### src/rtl/alu_pkg.sv
// alu_pkg: shared ALU op encoding, slot states and divide-by-zero result
package alu_pkg;
  typedef enum logic [3:0] {
    OP_ADD, OP_SUB, OP_MUL, OP_DIV, OP_SHL, OP_SHR, OP_ROL, OP_ROR,
    OP_AND, OP_OR, OP_XOR, OP_NOR, OP_NAND, OP_XNOR, OP_GT, OP_EQ
  } op_t;
  typedef enum logic {EMPTY, FULL} slot_state_t;
  localparam logic [7:0] DIV0_RESULT = 8'hFF;
endpackage

### src/rtl/alu.sv
// alu: 8-bit combinational ALU; carry is always the 9-bit sum carry
module alu
  import alu_pkg::*;
(
  input  logic [7:0] a,
  input  logic [7:0] b,
  input  op_t        op,
  output logic [7:0] result,
  output logic       carry
);
  logic [8:0] sum;
  assign sum = {1'b0, a} + {1'b0, b};
  assign carry = sum[8];
  // op decode; divide by zero is left to the caller to override
  always_comb begin
    result = '0;
    case (op)
      OP_ADD:  result = sum[7:0];
      OP_SUB:  result = a - b;
      OP_MUL:  result = a * b;
      OP_DIV:  result = a / b;
      OP_SHL:  result = {a[6:0], 1'b0};
      OP_SHR:  result = {1'b0, a[7:1]};
      OP_ROL:  result = {a[6:0], a[7]};
      OP_ROR:  result = {a[0], a[7:1]};
      OP_AND:  result = a & b;
      OP_OR:   result = a | b;
      OP_XOR:  result = a ^ b;
      OP_NOR:  result = ~(a | b);
      OP_NAND: result = ~(a & b);
      OP_XNOR: result = ~(a ^ b);
      OP_GT:   result = {7'd0, a > b};
      OP_EQ:   result = {7'd0, a == b};
      default: result = '0;
    endcase
  end
endmodule

### src/rtl/rr_arbiter.sv
// rr_arbiter: round-robin grant starting at ptr, wrapping N_REQ-1 -> 0
module rr_arbiter #(
  parameter  int N_REQ = 4,
  localparam int ID_W  = $clog2(N_REQ)
) (
  input  logic [N_REQ-1:0] req,
  input  logic [ID_W-1:0]  ptr,
  input  logic             en,
  output logic [N_REQ-1:0] grant,
  output logic [ID_W-1:0]  idx
);
  logic [ID_W:0] pos;
  // scan farthest-first so the requester nearest the pointer is written last and wins
  always_comb begin
    grant = '0;
    idx = '0;
    pos = '0;
    for (int k = N_REQ - 1; k >= 0; k--) begin
      pos = {1'b0, ptr} + (ID_W + 1)'(k);
      pos = (pos >= (ID_W + 1)'(N_REQ)) ? pos - (ID_W + 1)'(N_REQ) : pos;
      if (en && req[pos]) begin
        grant = '0;
        grant[pos] = 1'b1;
        idx = pos[ID_W-1:0];
      end
    end
  end
endmodule

### src/rtl/alu_share_ctrl.sv
// alu_share_ctrl: shares one ALU among N_REQ requesters with a one-entry response slot
module alu_share_ctrl
  import alu_pkg::*;
#(
  parameter  int N_REQ = 4,
  localparam int ID_W  = $clog2(N_REQ)
) (
  input  logic               clk,
  input  logic               rst_n,
  input  logic [N_REQ-1:0]   req_valid,
  output logic [N_REQ-1:0]   req_ready,
  input  logic [8*N_REQ-1:0] req_a,
  input  logic [8*N_REQ-1:0] req_b,
  input  logic [4*N_REQ-1:0] req_sel,
  output logic               rsp_valid,
  input  logic               rsp_ready,
  output logic [ID_W-1:0]    rsp_id,
  output logic [7:0]         rsp_result,
  output logic               rsp_carry,
  output logic               rsp_div0
);
  slot_state_t      state;
  logic [ID_W-1:0]  ptr, idx, ptr_nxt;
  logic [N_REQ-1:0] grant;
  logic             load, xfer, div0, carry;
  logic [7:0]       a, b, alu_res;
  op_t              op;
  assign rsp_valid = state == FULL;
  assign load = (state == EMPTY) | (rsp_valid & rsp_ready);
  rr_arbiter #(.N_REQ(N_REQ)) u_arb (
    .req(req_valid), .ptr(ptr), .en(load), .grant(grant), .idx(idx)
  );
  assign req_ready = grant & {N_REQ{load}};
  assign xfer = |req_ready;
  assign a = req_a[idx*8 +: 8];
  assign b = req_b[idx*8 +: 8];
  assign op = op_t'(req_sel[idx*4 +: 4]);
  assign div0 = (op == OP_DIV) && (b == 8'd0);
  assign ptr_nxt = (idx == ID_W'(N_REQ - 1)) ? '0 : idx + 1'b1;
  alu u_alu (.a(a), .b(b), .op(op), .result(alu_res), .carry(carry));
  // slot FSM: load on transfer, drain to EMPTY when consumed without a refill
  always_ff @(posedge clk) begin
    if (!rst_n) begin
      state <= EMPTY;
      ptr <= '0;
      rsp_id <= '0;
      rsp_result <= '0;
      rsp_carry <= 1'b0;
      rsp_div0 <= 1'b0;
    end else if (xfer) begin
      state <= FULL;
      ptr <= ptr_nxt;
      rsp_id <= idx;
      rsp_result <= div0 ? DIV0_RESULT : alu_res;
      rsp_carry <= carry;
      rsp_div0 <= div0;
    end else if (rsp_valid && rsp_ready) begin
      state <= EMPTY;
    end
  end
endmodule

### config.mk
export PLATFORM = sky130hd
export DESIGN_NAME = alu_share_ctrl
export DESIGN_NICKNAME = d
export VERILOG_FILES = /design/src/rtl/alu_pkg.sv /design/src/rtl/alu.sv /design/src/rtl/rr_arbiter.sv /design/src/rtl/alu_share_ctrl.sv
export SDC_FILE = /design/constraint.sdc
export NUM_CORES = 1
export LEC_CHECK = 0
export CORE_MARGIN = 2
export CORE_UTILIZATION = 50
export CTS_CLUSTER_DIAMETER = 40
export DETAILED_ROUTE_END_ITERATION = 16
export PLACE_DENSITY = 0.85
export SKIP_CTS_REPAIR_TIMING = 1
export SYNTH_ARGS = -nofsm -noshare
export SYNTH_HDL_FRONTEND = slang
export SYNTH_SLANG_ARGS = --single-unit
### constraint.sdc
create_clock -name clk -period 13.5 [get_ports clk]
set_input_delay 2.7 -clock clk [delete_from_list [all_inputs] [get_ports clk]]
set_output_delay 2.7 -clock clk [all_outputs]
set_load 0.05 [all_outputs]
==> reports/results.txt <==
The post-synthesis compound-gate area fraction came out at 23.4%. Sequential fraction of the synthesis area: 5.23%. Net count of the mapped netlist: 958. The run finished, with violations left. The count of endpoints failing hold in the final timing report was 0. For this configuration, the core starts out at a cell density of 50.7%. Measured against the total synthesized area, the mux share comes to 17.6%.

In the global route stage, overall resource usage came out at 31.9%. Max-cap violations in this run came to 0. Setup repair after global routing could not meet its margin everywhere.

In this run, distinct cell masters in the synthesized netlist total 67. No sink is reached through more buffers than the 2 on the longest clock path. After synthesis, the largest family of logic cells by area is compound AO/OA/AOI/OAI gates. For the final database, setup skew stands at 0.00238 ns. After detailed routing, the number of remaining DRC violations is 0. The count of pins on the block boundary came out at 104. The clock slew at the register clock pins of the worst setup and hold paths works out to 0.05 ns.

Routability-driven placement finished with a final weighted congestion of 0.998. For the pin with the worst max-slew slack, the measured transition is 0.951 ns. The mean post-synth cell area works out to 7.40 um2.

For this run, the detailed router's first-pass iteration total came to 6. Counting flops with a built-in enable in the synthesized netlist gives 0. The run gives 0.00744 mm2 as the cell area reported after detailed placement. The die is 111 um tall.

The root buffer cell was sky130_fd_sc_hd__clkbuf_16. For this run, the slowest stage of the critical path takes 0.50 ns. Relative to the synthesized area, the layout overhead comes to 32.9%. Entering global routing, the biggest net connects 27 pins. Highest achievable clock rate: 73.9 MHz.

Summed over its instances, the top area cell type makes up 17.7% of the synthesized netlist area. For this run, the number of Yosys warnings is 0. The number of antenna cells inserted came out at 0. The finished layout holds 1073 standard cells, fillers aside. In this run the horizontal extent of the chip is 111 um. The standard cell with the maximum stage delay on the critical path is sky130_fd_sc_hd__mux4_2.

The post-synthesis xor/xnor area fraction was 5.27%; the number of nets in the finished design was 1113. The run gives 0 as the max-slew violation count. The run gives 39 as the row count. The run gives 1 as the count of endpoints failing setup in the final report. The simple-gate portion of the synthesized area came out at 18.3%. The critical path in this run is classified as in2reg. In this run the worst hold path is classified as reg2reg. Data arrives at the worst endpoint at 13.65 ns. Synthesis inferred 15 register bits. The worst setup path is captured at a register. After detailed routing, the number of vias per cell comes to 6.15. The cell area that synthesis handed to floorplanning was 0.00574 mm2. For this run, the leading register cell type out of synthesis is sky130_fd_sc_hd__dfxtp_1. The share of the clock period used by the worst path after layout works out to 100%.

The clock net in this run drives a total of 15 sinks. Synthesis produced 776 cells. TritonCTS built the clock tree. Required time at the endpoint of the critical path: 13.62 ns. The initial antenna violation count is 0. For this block, the routed nets add up to 20400 um of wire. The async set-or-reset flop fraction in the synthesized netlist was 0%. The CTS H-tree depth came out at 1. The final reports fail on negative setup slack.

In the final layout, the share of cells above drive strength 1 is 17.1%. Dominant cell type by count on the critical path: sky130_fd_sc_hd__o21a_1. Subtracting the final worst setup slack from the clock period gives 13.53 ns. The finished cells cover 0.00763 mm2. Yosys attributes the largest share of cell area to sky130_fd_sc_hd__ha_1, sky130_fd_sc_hd__mux2i_1, sky130_fd_sc_hd__nor2_1.

The number of instances in the placed design is 1065, and the standard cell core area is 0.0113 mm2. Detailed routing inserted a total of 6602 vias. Input and output buffers added on the ports amount to 103. The worst pin sits at a relative slew slack of 36.6%.

The antenna violation net count after detailed routing was 0; the routed length per placed instance was 19.0 um. For the clock latency on the worst-skew pair, the log shows 0.25 ns. The via count of the first global-routing pass was 6584; the first-pass GRT wire length was 32600 um.

The tools report the final setup slack of the worst path as -0.0318 ns. The logs give 16100 um for the estimated wirelength of the detail-placed design and 0.0124 mm2 for the total die area. The maximum net fanout on the critical path is 6. Library cell occupying the most area in the post-synthesis netlist: sky130_fd_sc_hd__ha_1. The number of DRC violations after detailed-routing iteration 0 came out at 767. After Yosys synthesis, full adders, half adders and majority gates account for 22.5% of the synthesized area. The total overflow left after global routing is 0.

Buffers inserted during clock tree synthesis total 3. Startpoint type of the worst setup path: an input port.
-- cells in the final DEF, fill, tap and decap left out, drive strengths merged, types with 6 or more instances in the layout --
cell,count
xor2,10
nand2,60
nor2b,7
a21oi,57
a211oi,6
inv,62
a221oi,9
nor4,9
ha,81
mux2,28
xnor2,22
o21ai,49
clkbuf,6
nor3,20
nor2,85
o21a,12
dfxtp,15
nand3,19
clkdlybuf4s50,99
mux2i,60
o22ai,14
o21bai,7
fa,14
nand2b,8
buf,87
a31oi,11
-- worst max-delay path: cells and delay by family --
| kind | cells | cell delay (ns) |
|---|---|---|
| buffers and inverters | 5 | 0.55 |
| AO/OA/AOI/OAI | 35 | 5.11 |
| multiplexers | 7 | 1.85 |
| adder cells (fa/ha/maj) | 7 | 1.97 |
| AND/OR/NAND/NOR | 15 | 1.46 |
-- area by class of cell --
| class | instances | area, um2 |
|---|---|---|
| Multi-Input combinational cell | 659 | 5160 |
| Fill cell | 918 | 3690 |
| Timing Repair Buffer | 189 | 1670 |
| Sequential cell | 15 | 300 |
| Inverter | 63 | 241 |
| Tap cell | 143 | 179 |
| Clock buffer | 3 | 75.1 |
| Clock inverter | 1 | 5.00 |
-- flip-flops by register name, indices dropped and copies added (netlist names) --
signal / cells
rsp_result: 8
ptr: 2
rsp_id: 2
rsp_carry: 1
rsp_div0: 1
rsp_valid: 1
-- through the flow --
stage / TNS, ns / hold slack [ns] / setup slack [ns] / utilization, %
4_1_cts: -0.534 / 0.507 / -0.534 / 66.4
3_3_place_gp: -0.206 / 0.481 / -0.206 / 65.7
3_5_place_dp: -0.744 / 0.500 / -0.744 / 65.7
6_report: -0.0318 / 0.500 / -0.0318 / 67.4
2_1_floorplan: -0.205 / 0.678 / -0.205 / -
5_1_grt: -0.678 / 0.571 / -0.678 / 67.4
-- cell families after synthesis --
family,count (synthesis)
simple gates,229
fa+ha+maj,95
flops,15
buf+inv,102
mux,91
compound gates,211
xor+xnor,33
-- per-layer routing --
metal	wire length (um)	up-vias	track usage [%]
met4	1110	0	16.5
met1	7840	2993	37.6
met3	1950	93	7.16
met5	0	-	0
li1	-	3127	-
met2	9500	389	54.3
-- cell usage after synthesis (all sizes together), types with 19 or more instances --
cell type and number:
buf 22, nand2 60, xnor2 22, inv 62
a21oi 57, ha 81, nand3 19, o21ai 49
mux2 28, nor3 20, mux2i 60, nor2 85
-- path summary, 6_finish.rpt --
check / from / endpoint / slack (ns) / cells after the start
worst max-delay path: req_valid[2] / rsp_result[0] / -0.03 / 69
worst min-delay path: rsp_carry / rsp_carry / 0.50 / 2
worst max register to register: ptr[1] / rsp_result[0] / 1.31 / 66
worst min register to register: rsp_carry / rsp_carry / 0.50 / 2
Power is left out: the tool's default activity adds up to more than one toggle a clock period on the data nets, which glitch-free logic cannot reach.
